### config.mk
export PLATFORM = sky130hd
export DESIGN_NAME = hack_cpu_mc
export DESIGN_NICKNAME = d
export VERILOG_FILES = /design/src/rtl/hack_pkg.sv /design/src/rtl/hack_ext_alu.sv /design/src/rtl/hack_cpu_mc.sv
export SDC_FILE = /design/constraint.sdc
export NUM_CORES = 1
export LEC_CHECK = 0
export BUFFER_PORTS_ARGS = -buffer_cell sky130_fd_sc_hd__buf_2
export CAP_MARGIN = 20
export CORE_ASPECT_RATIO = 0.7
export CORE_MARGIN = 2
export CORE_UTILIZATION = 30
export DETAILED_ROUTE_END_ITERATION = 10
export HOLD_SLACK_MARGIN = 0.05
export PLACE_DENSITY = 0.55
export SLEW_MARGIN = 20
export SYNTH_ARGS = -nofsm -noshare
export SYNTH_HDL_FRONTEND = slang
export SYNTH_SLANG_ARGS = --single-unit
### constraint.sdc
create_clock -name clk -period 7.1 [get_ports clk]
set_input_delay 0.355 -clock clk [delete_from_list [all_inputs] [get_ports clk]]
set_output_delay 0.355 -clock clk [all_outputs]
set_load 0.02 [all_outputs]
### src/rtl/hack_pkg.sv
`default_nettype none
// ============================================================================
// Module      : hack_pkg
// Description : Shared definitions for the multi-cycle Hack CPU: FSM state
//               encoding, C-instruction field positions, dest/jump bit names
//               and the jump-condition helper.
// Revision    : 1.0 - initial release
// ============================================================================
package hack_pkg;

    // FSM state encoding
    localparam int STATE_W = 3;
    typedef logic [STATE_W-1:0] state_t;

    localparam logic [STATE_W-1:0] ST_IDLE   = 3'd0;
    localparam logic [STATE_W-1:0] ST_FETCH  = 3'd1;
    localparam logic [STATE_W-1:0] ST_DECODE = 3'd2;
    localparam logic [STATE_W-1:0] ST_READ   = 3'd3;
    localparam logic [STATE_W-1:0] ST_EXEC   = 3'd4;
    localparam logic [STATE_W-1:0] ST_WRITE  = 3'd5;
    localparam logic [STATE_W-1:0] ST_COMMIT = 3'd6;

    // C-instruction field positions (absolute IR bit indices)
    localparam int EXT_HI  = 14;
    localparam int EXT_LO  = 13;
    localparam int A_BIT   = 12;
    localparam int COMP_HI = 11;
    localparam int COMP_LO = 6;
    localparam int DEST_HI = 5;
    localparam int DEST_LO = 3;
    localparam int JUMP_HI = 2;
    localparam int JUMP_LO = 0;

    // Destination bits
    localparam int DEST_A = 5;
    localparam int DEST_D = 4;
    localparam int DEST_M = 3;

    // Jump bits (positions within the 3-bit jump field)
    localparam int JMP_NEG  = 2;
    localparam int JMP_ZERO = 1;
    localparam int JMP_POS  = 0;

    // ALU control word width: {ext[1:0], reserved, comp[5:0]}
    localparam int ALU_CTRL_W = 9;

    function automatic logic jump_taken(input logic [2:0] jmp,
                                        input logic       zr,
                                        input logic       ng);
        return (jmp[JMP_NEG]  & ng) |
               (jmp[JMP_ZERO] & zr) |
               (jmp[JMP_POS]  & ~zr & ~ng);
    endfunction

endpackage
`default_nettype wire

### src/rtl/hack_ext_alu.sv
`default_nettype none
// ============================================================================
// Module      : hack_ext_alu
// Description : Combinational extended Hack ALU.
//               ctrl = {ext[1:0], reserved, comp[5:0]}
//                 ext=11 : classic Hack ALU (zx,nx,zy,ny,f,no)
//                 ext=10 : shift by one; comp[5] selects y (1) or x (0),
//                          comp[4] selects left (1) or logical right (0)
//                 ext=01 : bitwise; comp[1:0] = and / or / xor / nand
//                 ext=00 : subtract; comp[0] ? y-x : x-y
// Ports       : x, y  - operands (x = D, y = A or M)
//               ctrl  - control word
//               out   - result; zr = (out==0); ng = out sign bit
// Revision    : 1.0 - initial release
// ============================================================================
module hack_ext_alu
    import hack_pkg::*;
#(
    parameter int WIDTH = 16
) (
    input  logic [WIDTH-1:0]      x,
    input  logic [WIDTH-1:0]      y,
    input  logic [ALU_CTRL_W-1:0] ctrl,
    output logic [WIDTH-1:0]      out,
    output logic                  zr,
    output logic                  ng
);

    logic [1:0]       ext;
    logic [5:0]       comp;
    logic             unused_reserved;
    logic [WIDTH-1:0] x1, x2, y1, y2, fn, std_out, shf_src;

    assign ext             = ctrl[8:7];
    assign unused_reserved = ctrl[6];   // always 0 in the current encoding
    assign comp            = ctrl[5:0];

    always_comb begin
        // Classic Hack datapath
        x1      = comp[5] ? '0  : x;
        x2      = comp[4] ? ~x1 : x1;
        y1      = comp[3] ? '0  : y;
        y2      = comp[2] ? ~y1 : y1;
        fn      = comp[1] ? (x2 + y2) : (x2 & y2);
        std_out = comp[0] ? ~fn : fn;
        shf_src = comp[5] ? y : x;

        unique case (ext)
            2'b11: out = std_out;
            2'b10: out = comp[4] ? (shf_src << 1) : (shf_src >> 1);
            2'b01: begin
                unique case (comp[1:0])
                    2'b00:   out = x & y;
                    2'b01:   out = x | y;
                    2'b10:   out = x ^ y;
                    default: out = ~(x & y);
                endcase
            end
            default: out = comp[0] ? (y - x) : (x - y);
        endcase
    end

    assign zr = (out == '0);
    assign ng = out[WIDTH-1];

endmodule
`default_nettype wire

### src/rtl/hack_cpu_mc.sv
`default_nettype none
// ============================================================================
// Module      : hack_cpu_mc
// Description : Multi-cycle Hack CPU with req/ack instruction and data ports.
//               FSM: IDLE -> FETCH -> DECODE -> [READ] -> EXEC -> [WRITE]
//               -> COMMIT -> FETCH. A-instructions retire from DECODE.
// Ports       : clk, reset_n (async active-low)
//               imem_req/addr/ack/rdata  - instruction fetch handshake
//               dmem_req/we/addr/wdata/ack/rdata - data access handshake
//               retire - one-cycle commit strobe; pc_o - current PC
// Revision    : 1.0 - initial release
// ============================================================================
module hack_cpu_mc
    import hack_pkg::*;
#(
    parameter int WIDTH  = 16,
    parameter int ADDR_W = WIDTH - 1
) (
    input  logic              clk,
    input  logic              reset_n,
    output logic              imem_req,
    output logic [ADDR_W-1:0] imem_addr,
    input  logic              imem_ack,
    input  logic [WIDTH-1:0]  imem_rdata,
    output logic              dmem_req,
    output logic              dmem_we,
    output logic [ADDR_W-1:0] dmem_addr,
    output logic [WIDTH-1:0]  dmem_wdata,
    input  logic              dmem_ack,
    input  logic [WIDTH-1:0]  dmem_rdata,
    output logic              retire,
    output logic [ADDR_W-1:0] pc_o
);

    localparam logic [ADDR_W-1:0] ADDR_ONE = ADDR_W'(1);

    state_t            state_q, state_d;
    logic [WIDTH-1:0]  a_q, a_d;
    logic [WIDTH-1:0]  d_q, d_d;
    logic [ADDR_W-1:0] pc_q, pc_d;
    logic [WIDTH-1:0]  ir_q, ir_d;
    logic [WIDTH-1:0]  m_q, m_d;
    logic [WIDTH-1:0]  res_q, res_d;
    logic              jmp_q, jmp_d;

    logic                  is_c;
    logic [WIDTH-1:0]      alu_y, alu_out;
    logic [ALU_CTRL_W-1:0] alu_ctrl;
    logic                  alu_zr, alu_ng;
    logic [ADDR_W-1:0]     pc_inc;

    assign is_c     = ir_q[WIDTH-1];
    assign alu_y    = ir_q[A_BIT] ? m_q : a_q;
    assign alu_ctrl = {ir_q[EXT_HI:EXT_LO], 1'b0, ir_q[COMP_HI:COMP_LO]};
    assign pc_inc   = pc_q + ADDR_ONE;   // wraps naturally at all-ones

    hack_ext_alu #(
        .WIDTH (WIDTH)
    ) u_alu (
        .x    (d_q),
        .y    (alu_y),
        .ctrl (alu_ctrl),
        .out  (alu_out),
        .zr   (alu_zr),
        .ng   (alu_ng)
    );

    always_comb begin
        state_d = state_q;
        a_d     = a_q;
        d_d     = d_q;
        pc_d    = pc_q;
        ir_d    = ir_q;
        m_d     = m_q;
        res_d   = res_q;
        jmp_d   = jmp_q;

        unique case (state_q)
            ST_IDLE: state_d = ST_FETCH;

            ST_FETCH: begin
                if (imem_ack) begin
                    ir_d    = imem_rdata;
                    state_d = ST_DECODE;
                end
            end

            ST_DECODE: begin
                if (!is_c) begin
                    a_d     = {1'b0, ir_q[WIDTH-2:0]};
                    pc_d    = pc_inc;
                    state_d = ST_FETCH;
                end else begin
                    state_d = ir_q[A_BIT] ? ST_READ : ST_EXEC;
                end
            end

            ST_READ: begin
                if (dmem_ack) begin
                    m_d     = dmem_rdata;
                    state_d = ST_EXEC;
                end
            end

            ST_EXEC: begin
                res_d   = alu_out;
                jmp_d   = jump_taken(ir_q[JUMP_HI:JUMP_LO], alu_zr, alu_ng);
                state_d = ir_q[DEST_M] ? ST_WRITE : ST_COMMIT;
            end

            ST_WRITE: begin
                if (dmem_ack) state_d = ST_COMMIT;
            end

            ST_COMMIT: begin
                // A is still the pre-commit value here, so a jump targets
                // the old A even when A is also a destination.
                if (ir_q[DEST_D]) d_d = res_q;
                if (ir_q[DEST_A]) a_d = res_q;
                pc_d    = jmp_q ? a_q[ADDR_W-1:0] : pc_inc;
                state_d = ST_FETCH;
            end

            default: state_d = ST_IDLE;
        endcase
    end

    always_ff @(posedge clk or negedge reset_n) begin
        if (!reset_n) begin
            state_q <= ST_IDLE;
            a_q     <= '0;
            d_q     <= '0;
            pc_q    <= '0;
            ir_q    <= '0;
            m_q     <= '0;
            res_q   <= '0;
            jmp_q   <= 1'b0;
        end else begin
            state_q <= state_d;
            a_q     <= a_d;
            d_q     <= d_d;
            pc_q    <= pc_d;
            ir_q    <= ir_d;
            m_q     <= m_d;
            res_q   <= res_d;
            jmp_q   <= jmp_d;
        end
    end

    // Outputs decode straight from registered state, so they drop the
    // moment reset is asserted and are stable for a whole request.
    assign imem_req   = (state_q == ST_FETCH);
    assign imem_addr  = pc_q;
    assign dmem_req   = (state_q == ST_READ) || (state_q == ST_WRITE);
    assign dmem_we    = (state_q == ST_WRITE);
    assign dmem_addr  = a_q[ADDR_W-1:0];
    assign dmem_wdata = res_q;
    assign retire     = ((state_q == ST_DECODE) && !is_c) || (state_q == ST_COMMIT);
    assign pc_o       = pc_q;

endmodule
`default_nettype wire

Yosys cells after proc, flatten, opt, wreduce, memory -nomap -nowiden
Index checks and enable logic that the tools add are counted.

Word-level logic and storage cells: 84. Flip-flop bits (word level): 99. Output and inout bits: 65. Input port bits: 36.

Bitwise gates (word level): 16. Add/subtract/negate cells: 4. Mux-type cells: 25. Reductions and logical operators: 15. Eq/ne operators: 16.

Operators by type and width (number): $mux 16 (12); $pmux 16 s3 (2); $not 16->16 (4); $and 16x16->16 (2); $pmux 16 s2 (1); $sub 16x16->16 (2); $mux 15 (2); $pmux 15 s2 (1); $pmux 3 s6 (1); $add 16x16->16 (1); $logic_not 16->1 (1); $or 16x16->16 (1); $xor 16x16->16 (1); $add 15x1->15 const B (1); $mux 3 (5); $eq 3x3->1 const B (3); $reduce_and 2->1 (4); $eq 2x2->1 const B (3); $eq 3x2->1 const B (2); $ne 2x2->1 const B (3); $reduce_and 3->1 (2); $and 1x1->1 (4); $eq 2x1->1 const B (2); $ne 2x1->1 const B (2); other kinds (11) (14).

Logic depth before layout (Yosys ltp)
Depth after elaboration: 14. Mapped depth: 20. Depth with buffers taken out: 17.

Cells and area by module
From an unflattened synthesis, not the netlist that was laid out.

Cell total of the unflattened synthesis: 1050. Area total of the unflattened synthesis: 9587.9 um^2.

By module, submodules not included: hack_cpu_mc (area an instance 4833.4 um^2, times used 1, sequential area each 2477.4 um^2, cells an instance 406); hack_ext_alu (area an instance 4754.6 um^2, times used 1, sequential area each 0.0 um^2, cells an instance 644).

Least setup slack after synthesis
OpenSTA, ideal clock, no wires.

Path type: register to register. Start: register ir_q[11]. End: register jmp_q. Setup slack: 3.098 ns. Setup time: 0.066 ns. Required time: 7.034 ns. Stages on the path, launching flop included: 19. Clock period less this slack: 4.002 ns. Data arrival time: 3.936 ns. Buffers on the path: 4. Cell sequence: dfrtp_1 -> buf_2 -> buf_2 -> buf_2 -> clkbuf_1 -> nor2_1 -> xnor2_1 -> ha_1 -> and3_1 -> a221o_2 -> o21ai_1 -> mux2_2 -> o21ai_0 -> nand3_1 -> a21oi_1 -> and4_1 -> nand4_1 -> o41ai_1 -> a31o_1.

Cells in the longest elaborated chain, start to end: 13. Elaborated cells between the ends (all ways): 20. Classes of those cells: add/sub: 1; mux: 7; bitwise: 11; reduce/logical: 1.

RTL lines: start, declared (line hack_cpu_mc.sv:41) `logic [WIDTH-1:0] ir_q, ir_d;`; start signal, assigned (line hack_cpu_mc.sv:143) `ir_q <= ir_d;`; $mux 16 (line hack_ext_alu.sv:40) `x1 = comp[5] ? '0 : x;`; $not 16->16 (line hack_ext_alu.sv:41) `x2 = comp[4] ? ~x1 : x1;`; $mux 16 (line hack_ext_alu.sv:41); $add 16x16->16 / $and 16x16->16 (equally long branches) (line hack_ext_alu.sv:44) `fn = comp[1] ? (x2 + y2) : (x2 & y2);`; $mux 16 (line hack_ext_alu.sv:44); $not 16->16 (line hack_ext_alu.sv:45) `std_out = comp[0] ? ~fn : fn;`; $mux 16 (line hack_ext_alu.sv:45); $pmux 16 s3 (*) (line hack_ext_alu.sv:48) `unique case (ext)`; $logic_not 16->1 (line hack_ext_alu.sv:63) `assign zr = (out == '0);`; $not 1->1 (line hack_pkg.sv:52) `(jmp[JMP_POS] & ~zr & ~ng);`; $and 1x1->1 (2 in series) (line hack_pkg.sv:52); $or 1x1->1 (*) (line hack_pkg.sv:51) `(jmp[JMP_ZERO] & zr) |`; end signal, assigned (line hack_cpu_mc.sv:146) `jmp_q <= jmp_d;`; end, declared (line hack_cpu_mc.sv:44) `logic jmp_q, jmp_d;`.

Every way passes the cells marked *; elsewhere a longest branch is shown, timed or not. A chain may end at the register's enable or synchronous reset.

Final worst setup path
Start: register ir_q[10]. End: register jmp_q.

Cells in the longest elaborated chain, start to end: 11. Elaborated cells between the ends (all ways): 17. Classes of those cells: add/sub: 1; mux: 5; bitwise: 10; reduce/logical: 1.

RTL lines (line): $mux 16 (hack_ext_alu.sv:41); $add 16x16->16 / $and 16x16->16 (equally long branches) (hack_ext_alu.sv:44); $mux 16 (hack_ext_alu.sv:44); $not 16->16 (hack_ext_alu.sv:45); $mux 16 (hack_ext_alu.sv:45); $pmux 16 s3 (*) (hack_ext_alu.sv:48); $logic_not 16->1 (hack_ext_alu.sv:63); $not 1->1 (hack_pkg.sv:52); $and 1x1->1 (2 in series) (hack_pkg.sv:52); $or 1x1->1 (*) (hack_pkg.sv:51).

Marked as above.

==> summary.txt <==
Outcome
  • Status: completed

Clocking
  • CTS clock-pin slew for the worst setup and hold paths: 0.08 ns
  • TritonCTS clock tree: yes
  • Root Buffer: clkbuf_16
  • Num CTS Buffers: 9
  • H-tree depth: 3
  • CTS Sinks: 99
  • Clk_lat worst skew: 0.36 ns
  • Post-CTS setup buffer count: 0
  • Clock tree buffer depth: 2

Timing
  • Crit share post-route: about three quarters
  • Max Fclk: 184 MHz
  • Worst-Margin Slew: 1.14 ns
  • Setup TNS: 0 ns
  • Unrepaired setup endpoints after global routing: no
  • Final Hold Viols: 0
  • Rel. slew slack: 23.5%
  • Final setup fails: 0
  • Min Tclk post-route: 5.44 ns
  • Slew Limit Fails: 0
  • Layout Skew: 0.00979 ns

Yosys
  • Synth Area in Simple Gates: 15.2%
  • Sequential share of the synthesized area: around a quarter
  • Synth Area in Compound Gates: 20.6%
  • Register bit count reported by yosys: a little under 100
  • Net Count, Synth: 1,225
  • Netlist cell types: 85
  • Mux share of post-synthesis cell area: 13.2%
  • FFs w/ async S/R, synth: between 90% and 100%
  • Gate Count Post-Synth: roughly 1,100
  • YS warnings: 0
  • Largest family of logic cells by synthesized area: compound AO/OA/AOI/OAI gates
  • Xor/xnor share of the synthesized area: under 10%
  • Fraction of the mapped netlist area in adder cells: 11.0%
  • Primary FF master, synth: dfrtp_1
  • Syn Area/Cell: 8.58 um^2
  • Number of flops mapped to enable cells by yosys: 0
  • Synthesized cell area: 0.00950 mm^2

Global routing
  • Largest net degree at the start of global routing: 64
  • First-pass GRT wire length: around 47,000 um
  • GR Overflow Total: 0
  • Initial antenna violation count: 0
  • Overall Global Routing Usage: 18.1%
  • Vias in the first global route: 7,861

Setup path
  • CP startpoint kind: flop
  • Reg-to-reg endpoint: jmp_q
  • R2R setup slack: between 1.5 and 2 ns
  • Worst Reg-to-Reg Cells: 16
  • CP Class: reg -> reg
  • Crit path DAT: 5.73 ns
  • Worst EP required: 7.39 ns
  • Crit-path max FO: 22
  • Critical Path Sink Type: flop
  • Start of the worst register-to-register path: ir_q[10]

Floorplanning
  • Ports: 101
  • Initial Util: 30.5%
  • Die width: 217 um
  • Die ar.: 0.0331 mm^2
  • Placeable core region: between 0.03 and 0.04 mm^2
  • Die height: 153 um
  • Row cnt: 54

Route
  • TritonRoute pass-1 iters: 5
  • Vias: around 8,200
  • Max Used Layer: met4
  • Routed wl met3: between 2000 and 3000 um
  • DRC violations left: 0
  • Total wire length: 29,600 um
  • Final ANT Viol Nets: 0
  • Vias per Instance: ~5.3
  • Metal2 WL: ~12,000 um
  • DRT iter0 DRCs: slightly below 900
  • Wirelength per Cell: 18.9 um
  • WL met1: 14,800 um

Worst hold path
  • WHS Path Cells: 3
  • Worst hold start: imem_rdata[1]
  • Hold Path End: ir_q[1]
  • Hold crit path type: in -> reg

Placed design
  • I/O Buffers: 100
  • HPWL Detailed: 22,500 um
  • Placer Congestion: 0.921

Layout
  • FILL cells: 3,271
  • N_diodes: 0
  • Layout net count: 1,256
  • Layout cell share with drive strength beyond 1: between 15 and 20%
  • Synth-to-layout area growth: 9.49%

Flow run
  • Max-cap viol count: 0
placed cells by master (no fill, tap or decap), types with 19 or more instances in the layout:
cell type	count
xor2_1	23
ha_1	79
a21oi_1	66
o22ai_1	19
xnor2_1	37
nand2b_1	19
dfrtp_1	97
buf_2	99
nor2_1	91
a211oi_1	24
o21ai_0	75
nand2_1	109
mux2i_1	52
inv_1	55
mux2_2	44
flip-flops by register name (all words and copies together) (netlist names):
register	count
a_q	16
d_q	16
dmem_wdata	16
ir_q	16
m_q	16
imem_addr	15
state_q	3
jmp_q	1
repair_timing:
item / CTS / global route
hold buffers: 1 / 0
endpoints found under the setup margin: 0 / 0
hold endpoints to repair: 36 / 0
gates resized for setup: 0 / 0
worst max-delay path by stage:
| stage | start | slack [ns] | cells after the start | endpoint |
|---|---|---|---|---|
| after floorplan | ir_q[11] | 3.10 | 18 | jmp_q |
| after global placement | ir_q[10] | 1.88 | 16 | jmp_q |
| after detailed placement | ir_q[10] | 1.82 | 16 | jmp_q |
| after CTS | ir_q[10] | 1.78 | 16 | jmp_q |
| after global routing | ir_q[10] | 1.24 | 16 | jmp_q |
| final | ir_q[10] | 1.66 | 16 | jmp_q |
metal layers:
metal  GRT usage [%]  vias to the layer above
li1                -                     3955
met1            28.0                     3946
met2            25.4                      310
met3            4.48                       20
met4            2.61                        0
met5               0                        -
cell type report:
type                    count  area, um^2  share of cell area, %
clock buffers              11         243                   2.33
clock inverters             5        60.1                  0.578
inverters                  63         236                   2.27
multi-input cells         851        6240                   60.0
flip-flops and latches     99        2480                   23.9
well taps                 420         526                   5.05
repair buffers            114         614                   5.91
cells by family (layout without fill, tap and decap cells):
group,count (synthesis),in the layout
fa+ha+maj,82,82
xor+xnor,60,60
buf+inv,157,193
simple gates,307,307
flops,99,99
compound gates,294,294
mux,108,108
stage by stage:
step	std cells	hold slack, ns	util [%]	area (um^2)	setup slack [ns]
2_1_floorplan	1107	0.0594	-	9500	3.10
3_3_place_gp	1545	0.362	32.3	10100	1.88
3_5_place_dp	1546	0.358	32.4	10100	1.82
4_1_cts	1563	0.174	33.4	10400	1.78
5_1_grt	1563	0.205	33.4	10400	1.24
6_report	1563	0.192	33.4	10400	1.66
cell usage after synthesis (16+ instances only):
master    number  area, um^2
a211oi_1      24         180
a21oi_1       66         330
buf_4         35         263
clkbuf_1      33         124
dfrtp_1       99        2480
ha_1          79         988
inv_1         55         206
mux2_2        44         495
mux2i_1       52         521
nand2_1      109         409
nand2b_1      19         119
nand3_1       16        80.1
nor2_1        91         342
o21ai_0       76         380
o22ai_1       19         119
xnor2_1       37         324
xor2_1        23         201
worst max-delay path: stages, from the launching register on:
cell      delay (ns)
dfrtp_1         1.03
clkinv_1        0.93
xnor2_1         0.39
ha_1            0.22
inv_1           0.06
fa_1            0.43
nor2b_4         0.16
nor3_1          0.06
a21oi_1         0.19
mux2i_1         0.12
nor4_2          0.36
nand4_1         0.21
and4b_4         0.42
and4_1          0.21
nand4_1         0.10
o41ai_1         0.28
a31o_1          0.19
Power is left out: the tool's default activity adds up to more than one toggle a clock period on the data nets, which glitch-free logic cannot reach.
